### src/rtl/bru_pkg.sv
// Shared types and constants for the branch resolve unit.
package bru_pkg;

    localparam int BRU_XLEN  = 32;
    localparam int BRU_DEPTH = 4;
    localparam int unsigned PC_INCR = 4;

    // One tracked branch: where it was fetched and what the predictor said.
    typedef struct packed {
        logic [BRU_XLEN-1:0] pc;
        logic                pred_taken;
        logic [BRU_XLEN-1:0] pred_target;
    } br_entry_t;

endpackage

### src/rtl/bru_track_fifo.sv
// In-order tracking FIFO for outstanding branches; clear drops every entry at once.
module bru_track_fifo
    import bru_pkg::*;
#(
    parameter int DEPTH = BRU_DEPTH,
    parameter int PTR_W = $clog2(DEPTH)
) (
    input  logic           clk,
    input  logic           reset,
    input  logic           clear,
    input  logic           push,
    input  logic           pop,
    input  br_entry_t      wr_data,
    output br_entry_t      rd_data,
    output logic           full,
    output logic           empty,
    output logic [PTR_W:0] count
);

    localparam logic [PTR_W:0]   FULL_CNT = (PTR_W+1)'(DEPTH);
    localparam logic [PTR_W:0]   CNT_ONE  = (PTR_W+1)'(1);
    localparam logic [PTR_W-1:0] PTR_ONE  = PTR_W'(1);

    br_entry_t        mem [DEPTH];
    logic [PTR_W-1:0] wr_ptr;
    logic [PTR_W-1:0] rd_ptr;

    assign full    = (count == FULL_CNT);
    assign empty   = (count == '0);
    assign rd_data = mem[rd_ptr];

    // Pointers wrap naturally because DEPTH is a power of two.
    always_ff @(posedge clk or posedge reset) begin
        if (reset) begin
            wr_ptr <= '0;
            rd_ptr <= '0;
            count  <= '0;
        end else if (clear) begin
            wr_ptr <= '0;
            rd_ptr <= '0;
            count  <= '0;
        end else begin
            if (push) wr_ptr <= wr_ptr + PTR_ONE;
            if (pop)  rd_ptr <= rd_ptr + PTR_ONE;
            if (push && !pop)      count <= count + CNT_ONE;
            else if (pop && !push) count <= count - CNT_ONE;
        end
    end

    always_ff @(posedge clk) begin
        if (push && !clear) mem[wr_ptr] <= wr_data;
    end

endmodule

### src/rtl/branch_resolve_unit.sv
// Tracks fetched branch predictions, resolves them against execute, and raises flush/redirect.
// Optional BRU_PERF_CNT_EN adds saturating pop and mispredict counters.
module branch_resolve_unit
    import bru_pkg::*;
#(
    parameter int XLEN  = BRU_XLEN,
    parameter int DEPTH = BRU_DEPTH,
    parameter int PTR_W = $clog2(DEPTH)
) (
    input  logic            clk,
    input  logic            reset,
    input  logic            fetch_br_valid,
    input  logic [XLEN-1:0] fetch_pc,
    input  logic            fetch_pred_taken,
    input  logic [XLEN-1:0] fetch_pred_target,
    output logic            fetch_stall,
    input  logic            ex_br_valid,
    input  logic            ex_taken,
    input  logic [XLEN-1:0] ex_target,
    output logic            flush,
    output logic [XLEN-1:0] redirect_pc,
    output logic            upd_valid,
    output logic            upd_taken,
    output logic [XLEN-1:0] upd_pc,
    output logic            fifo_empty,
    output logic            underflow_err
`ifdef BRU_PERF_CNT_EN
    ,
    output logic [31:0]     perf_branches,
    output logic [31:0]     perf_mispredicts
`endif
);

    localparam logic [PTR_W:0] FULL_CNT = (PTR_W+1)'(DEPTH);

    br_entry_t      wr_entry;
    br_entry_t      head;
    logic           full;
    logic           empty;
    logic [PTR_W:0] count;
    logic           push;
    logic           pop;
    logic           mispredict_now;

    // Valid-only handshakes: fetch pushes when fetch_br_valid && !fetch_stall and it is not a
    // mispredict or flush cycle; execute pops when ex_br_valid and an entry is outstanding.
    // Execute always resolves the oldest outstanding branch.
    assign pop            = ex_br_valid && !empty;
    assign mispredict_now = pop && ((head.pred_taken != ex_taken) ||
                                    (ex_taken && (head.pred_target != ex_target)));
    assign push           = fetch_br_valid && !full && !mispredict_now && !flush;

    assign wr_entry.pc          = fetch_pc;
    assign wr_entry.pred_taken  = fetch_pred_taken;
    assign wr_entry.pred_target = fetch_pred_target;

    assign fetch_stall = (count == FULL_CNT);
    assign fifo_empty  = (count == '0);

    bru_track_fifo #(
        .DEPTH (DEPTH),
        .PTR_W (PTR_W)
    ) u_track_fifo (
        .clk     (clk),
        .reset   (reset),
        .clear   (mispredict_now),
        .push    (push),
        .pop     (pop),
        .wr_data (wr_entry),
        .rd_data (head),
        .full    (full),
        .empty   (empty),
        .count   (count)
    );

    always_ff @(posedge clk or posedge reset) begin
        if (reset) begin
            flush         <= 1'b0;
            redirect_pc   <= '0;
            upd_valid     <= 1'b0;
            upd_taken     <= 1'b0;
            upd_pc        <= '0;
            underflow_err <= 1'b0;
        end else begin
            upd_valid <= pop;
            flush     <= mispredict_now;
            if (pop) begin
                upd_taken   <= ex_taken;
                upd_pc      <= head.pc;
                redirect_pc <= ex_taken ? ex_target : head.pc + XLEN'(PC_INCR);
            end
            if (ex_br_valid && empty) underflow_err <= 1'b1;
        end
    end

`ifdef BRU_PERF_CNT_EN
    always_ff @(posedge clk or posedge reset) begin
        if (reset) begin
            perf_branches    <= '0;
            perf_mispredicts <= '0;
        end else begin
            if (pop && (perf_branches != '1))               perf_branches    <= perf_branches + 32'd1;
            if (mispredict_now && (perf_mispredicts != '1)) perf_mispredicts <= perf_mispredicts + 32'd1;
        end
    end
`endif

endmodule

### config.mk
export PLATFORM = sky130hd
export DESIGN_NAME = branch_resolve_unit
export DESIGN_NICKNAME = d
export VERILOG_FILES = /design/src/rtl/bru_pkg.sv /design/src/rtl/bru_track_fifo.sv /design/src/rtl/branch_resolve_unit.sv
export SDC_FILE = /design/constraint.sdc
export NUM_CORES = 1
export LEC_CHECK = 0
export BUFFER_PORTS_ARGS = -buffer_cell sky130_fd_sc_hd__buf_4
export CORE_MARGIN = 10
export CORE_UTILIZATION = 30
export CTS_CLUSTER_DIAMETER = 100
export DETAILED_ROUTE_END_ITERATION = 10
export GPL_TIMING_DRIVEN = 0
export PLACE_DENSITY = 0.59
export SETUP_SLACK_MARGIN = 0.4
export SYNTH_ARGS = -nofsm -noshare
export SYNTH_HDL_FRONTEND = slang
export SYNTH_SLANG_ARGS = --single-unit
### constraint.sdc
create_clock -name clk -period 5.1 [get_ports clk]
set_input_delay 0.51 -clock clk [delete_from_list [all_inputs] [get_ports clk]]
set_output_delay 0.51 -clock clk [all_outputs]
set_load 0.01 [all_outputs]
==> impl_metrics.ini <==
[synth]
synth_nets = 964
synth_seq_area_share_pct = 69.5
yosysTopAreaCell = edfxtp_1
synth_compound_area_share_pct = 3.14
synth_top_area_share_pct = 56.0
synth_area_per_cell_um2 = 16.3
synthCells = 856
synth-xor-area-share_pct = 3.71
synthArstFlopShare_pct = 22.4
ys_top_cells_by_area = edfxtp_1 (56%), dfrtp_1 (13%), mux4_2 (5.8%), nand2_1 (3.9%), mux4_1 (3.6%)
synth_simple_gate_area_share_pct = 7.74
synth_top_family_by_area = multiplexers
ys_warn_count = 0
synth_area_um2 = 13900
ys.flop_type = edfxtp_1
ys_seq_elements = 335
synthAdderAreaFrac_pct = 0.592
synth_edf_count = 260
ys_types = 57
synth.area.mux_share_pct = 12.9

[clocking]
cts_tree = yes
clock_sinks = 335
cts-htree-levels = 2
root_buffer = clkbuf_16
cts_made_buffers = 36
clk_latency_ns = 0.53
cts_resized = 0
clk_path_buf_depth = 3
path_clk_slew_ns = 0.06

[critical_path]
ff2ff_setup_slack_ns = 0.87
cp-start-kind = register
cp_max_fo = 26
critPathMaxStageDelay_ns = 0.61
critical_path_class = reg -> reg
cp_num_buf_inv = 4
path_cells = buf_4 > buf_4 > buf_2 > mux4_2 > xnor2_1 > nand4_1 > nor3_1 > a21oi_2 > nor2_4 > buf_12
critPathTopFamily = simple AND/OR/NAND/NOR gates
endpoint_kind = register
crit_path_frequent_cell = buf_4
cp_slowest_cell = nor2_4
cp_data_arrival_time_ns = 4.44
critPathRequiredTime_ns = 5.30

[floorplan]
core_um2 = 45700
rows = 78
dieArea_um2 = 55500
fp.dieH_um = 236
ios = 172
die_w_um = 236
initial_core_util_pct = 30.5

[job]
max_cap_viol_count = 0

[pwr]
power_density_nw_per_um2 = 535
irDropWorstVdd_mv = 0.297
p_leak_nw = 6.38

[global_routing]
grt_pass1_vias = 8504
antenna_found_initial = 9
grt_pass1_wl_mm = 59.3
overflow = 0
grt_max_degree = 62
grtUsageTotal_pct = 14.4

[sta]
setup_ws_ns = 0.867
clock.fmax_mhz = 236
slew_violations = 0
worst_pin_slew_ns = 1.32
skew_ns = 0.0190
period_minus_slack_ns = 4.23
finalHoldViolations = 0
setup_viol_count_final = 0
slew_headroom_pct = 11.8
fin_crit_sh_pct = 83.0
grt_setup_unrepaired = false
setup-tns-final_ns = 0

[cells_and_area]
utilization_pct = 38.0
final_common_cell = edfxtp_1
area_growth_pct = 24.4
drive_gt1_share_pct = 28.6
layout_common_cells = edfxtp_1 (260), buf_4 (176), nand2_1 (146)
nets = 1183

[route]
final_antenna_net_count = 0
first_pass_iters = 4
drc = 0
routedWlPerCell_um = 24.0
via_count = 8289
via_per_inst = 4.86
wl_mm = 40.9
drtIter0Drc = 640

[min_path]
hp-class = in -> reg

[placement]
place_ws_ns = 0.737
gp_congestion = 0.787
port_buffers = 170
dp_hpwl_mm = 30.5

[outcome]
status = completed
[flip-flops by register name, indices dropped and copies added (netlist names)]
| signal | cells |
|---|---|
| u_track_fifo.wr_ptr | 2 |
| u_track_fifo.rd_ptr | 2 |
| u_track_fifo.mem | 260 |
| redirect_pc | 32 |
| upd_valid | 1 |
| flush | 1 |
| underflow_err | 1 |
| u_track_fifo.count | 3 |
| upd_taken | 1 |
| upd_pc | 32 |
[worst reg2reg max path: stages, from the launching register on]
cell,delay [ns]
dfrtp_1,0.44
buf_4,0.26
buf_4,0.29
buf_2,0.35
mux4_2,0.39
xnor2_1,0.18
nand4_1,0.28
nor3_1,0.48
a21oi_2,0.31
nor2_4,0.62
buf_12,0.29
[cell families (layout without fill, tap and decap cells)]
| group | Yosys count | in the layout |
|---|---|---|
| flops | 335 | 335 |
| xor+xnor | 59 | 59 |
| other cells | 0 | 3 |
| buf+inv | 52 | 297 |
| compound gates | 76 | 76 |
| mux | 103 | 103 |
| simple gates | 225 | 225 |
| fa+ha+maj | 6 | 6 |
[path summary, 6_finish.rpt]
kind                                      endpoint  depth (start not counted)              startpoint
setup / recovery            u_track_fifo.mem[1][4]                         10  u_track_fifo.rd_ptr[1]
hold / removal             u_track_fifo.mem[0][48]                          1            fetch_pc[15]
setup reg to reg            u_track_fifo.mem[1][4]                         10  u_track_fifo.rd_ptr[1]
hold reg to reg                      underflow_err                          1           underflow_err
max in group asynchronous   u_track_fifo.rd_ptr[1]                          4                   reset
min in group asynchronous           redirect_pc[2]                          3                   reset
[synthesized netlist by cell type (10+ instances only)]
cell	count
clkbuf_1	11
xor2_1	26
xnor2_1	33
nor2_1	18
edfxtp_1	260
o21ai_0	32
a21oi_1	14
mux2i_1	42
inv_1	14
nand2_1	146
mux4_2	36
dfrtp_1	75
mux4_1	19
nor4_1	10
[per-layer routing]
metal  up-vias  GRT usage (%)  wire (um)
li1       3698              -          -
met1      4262           18.9      17800
met2       273           22.8      19200
met3        50           4.44       3150
met4         6           3.43        731
met5         -           1.07         32
[cell type report]
| type | instances | area, um^2 |
|---|---|---|
| fill | 4341 | 28300 |
| antenna | 3 | 7.51 |
| clock buffer | 45 | 986 |
| multi-input combinational | 469 | 3940 |
| buffer | 38 | 289 |
| tap | 600 | 751 |
| inverter | 14 | 55.1 |
| clock inverter | 19 | 123 |
| sequential | 335 | 9680 |
| timing repair buffer | 181 | 1500 |
[timing repair]
action / 4_1_cts / 5_1_grt
hold endpoints to repair: 14 / 0
setup buffers: 0 / 0
hold buffers: 1 / 0
[per-stage QoR]
step	cells	power (W)	cell area, um^2	hold slack (ns)
finish	1704	0.00928	17300	0.184
CTS	1701	0.00940	17300	0.163
detailed placement	1636	0.00692	16200	0.448
floorplan	856	0.00552	13900	0.472
global placement	1626	0.00684	16000	0.441
global route	1704	0.00979	17300	0.166
[power by group]
group | switching, W | leakage (nW) | internal [W]
Clock | 0.00105 | 0.547 | 0.00142
Combinational | 0.00172 | 2.54 | 0.00127
Sequential | 0.000281 | 3.29 | 0.00354
Total | 0.00305 | 6.38 | 0.00623
Power figures use the tool's default switching activity.
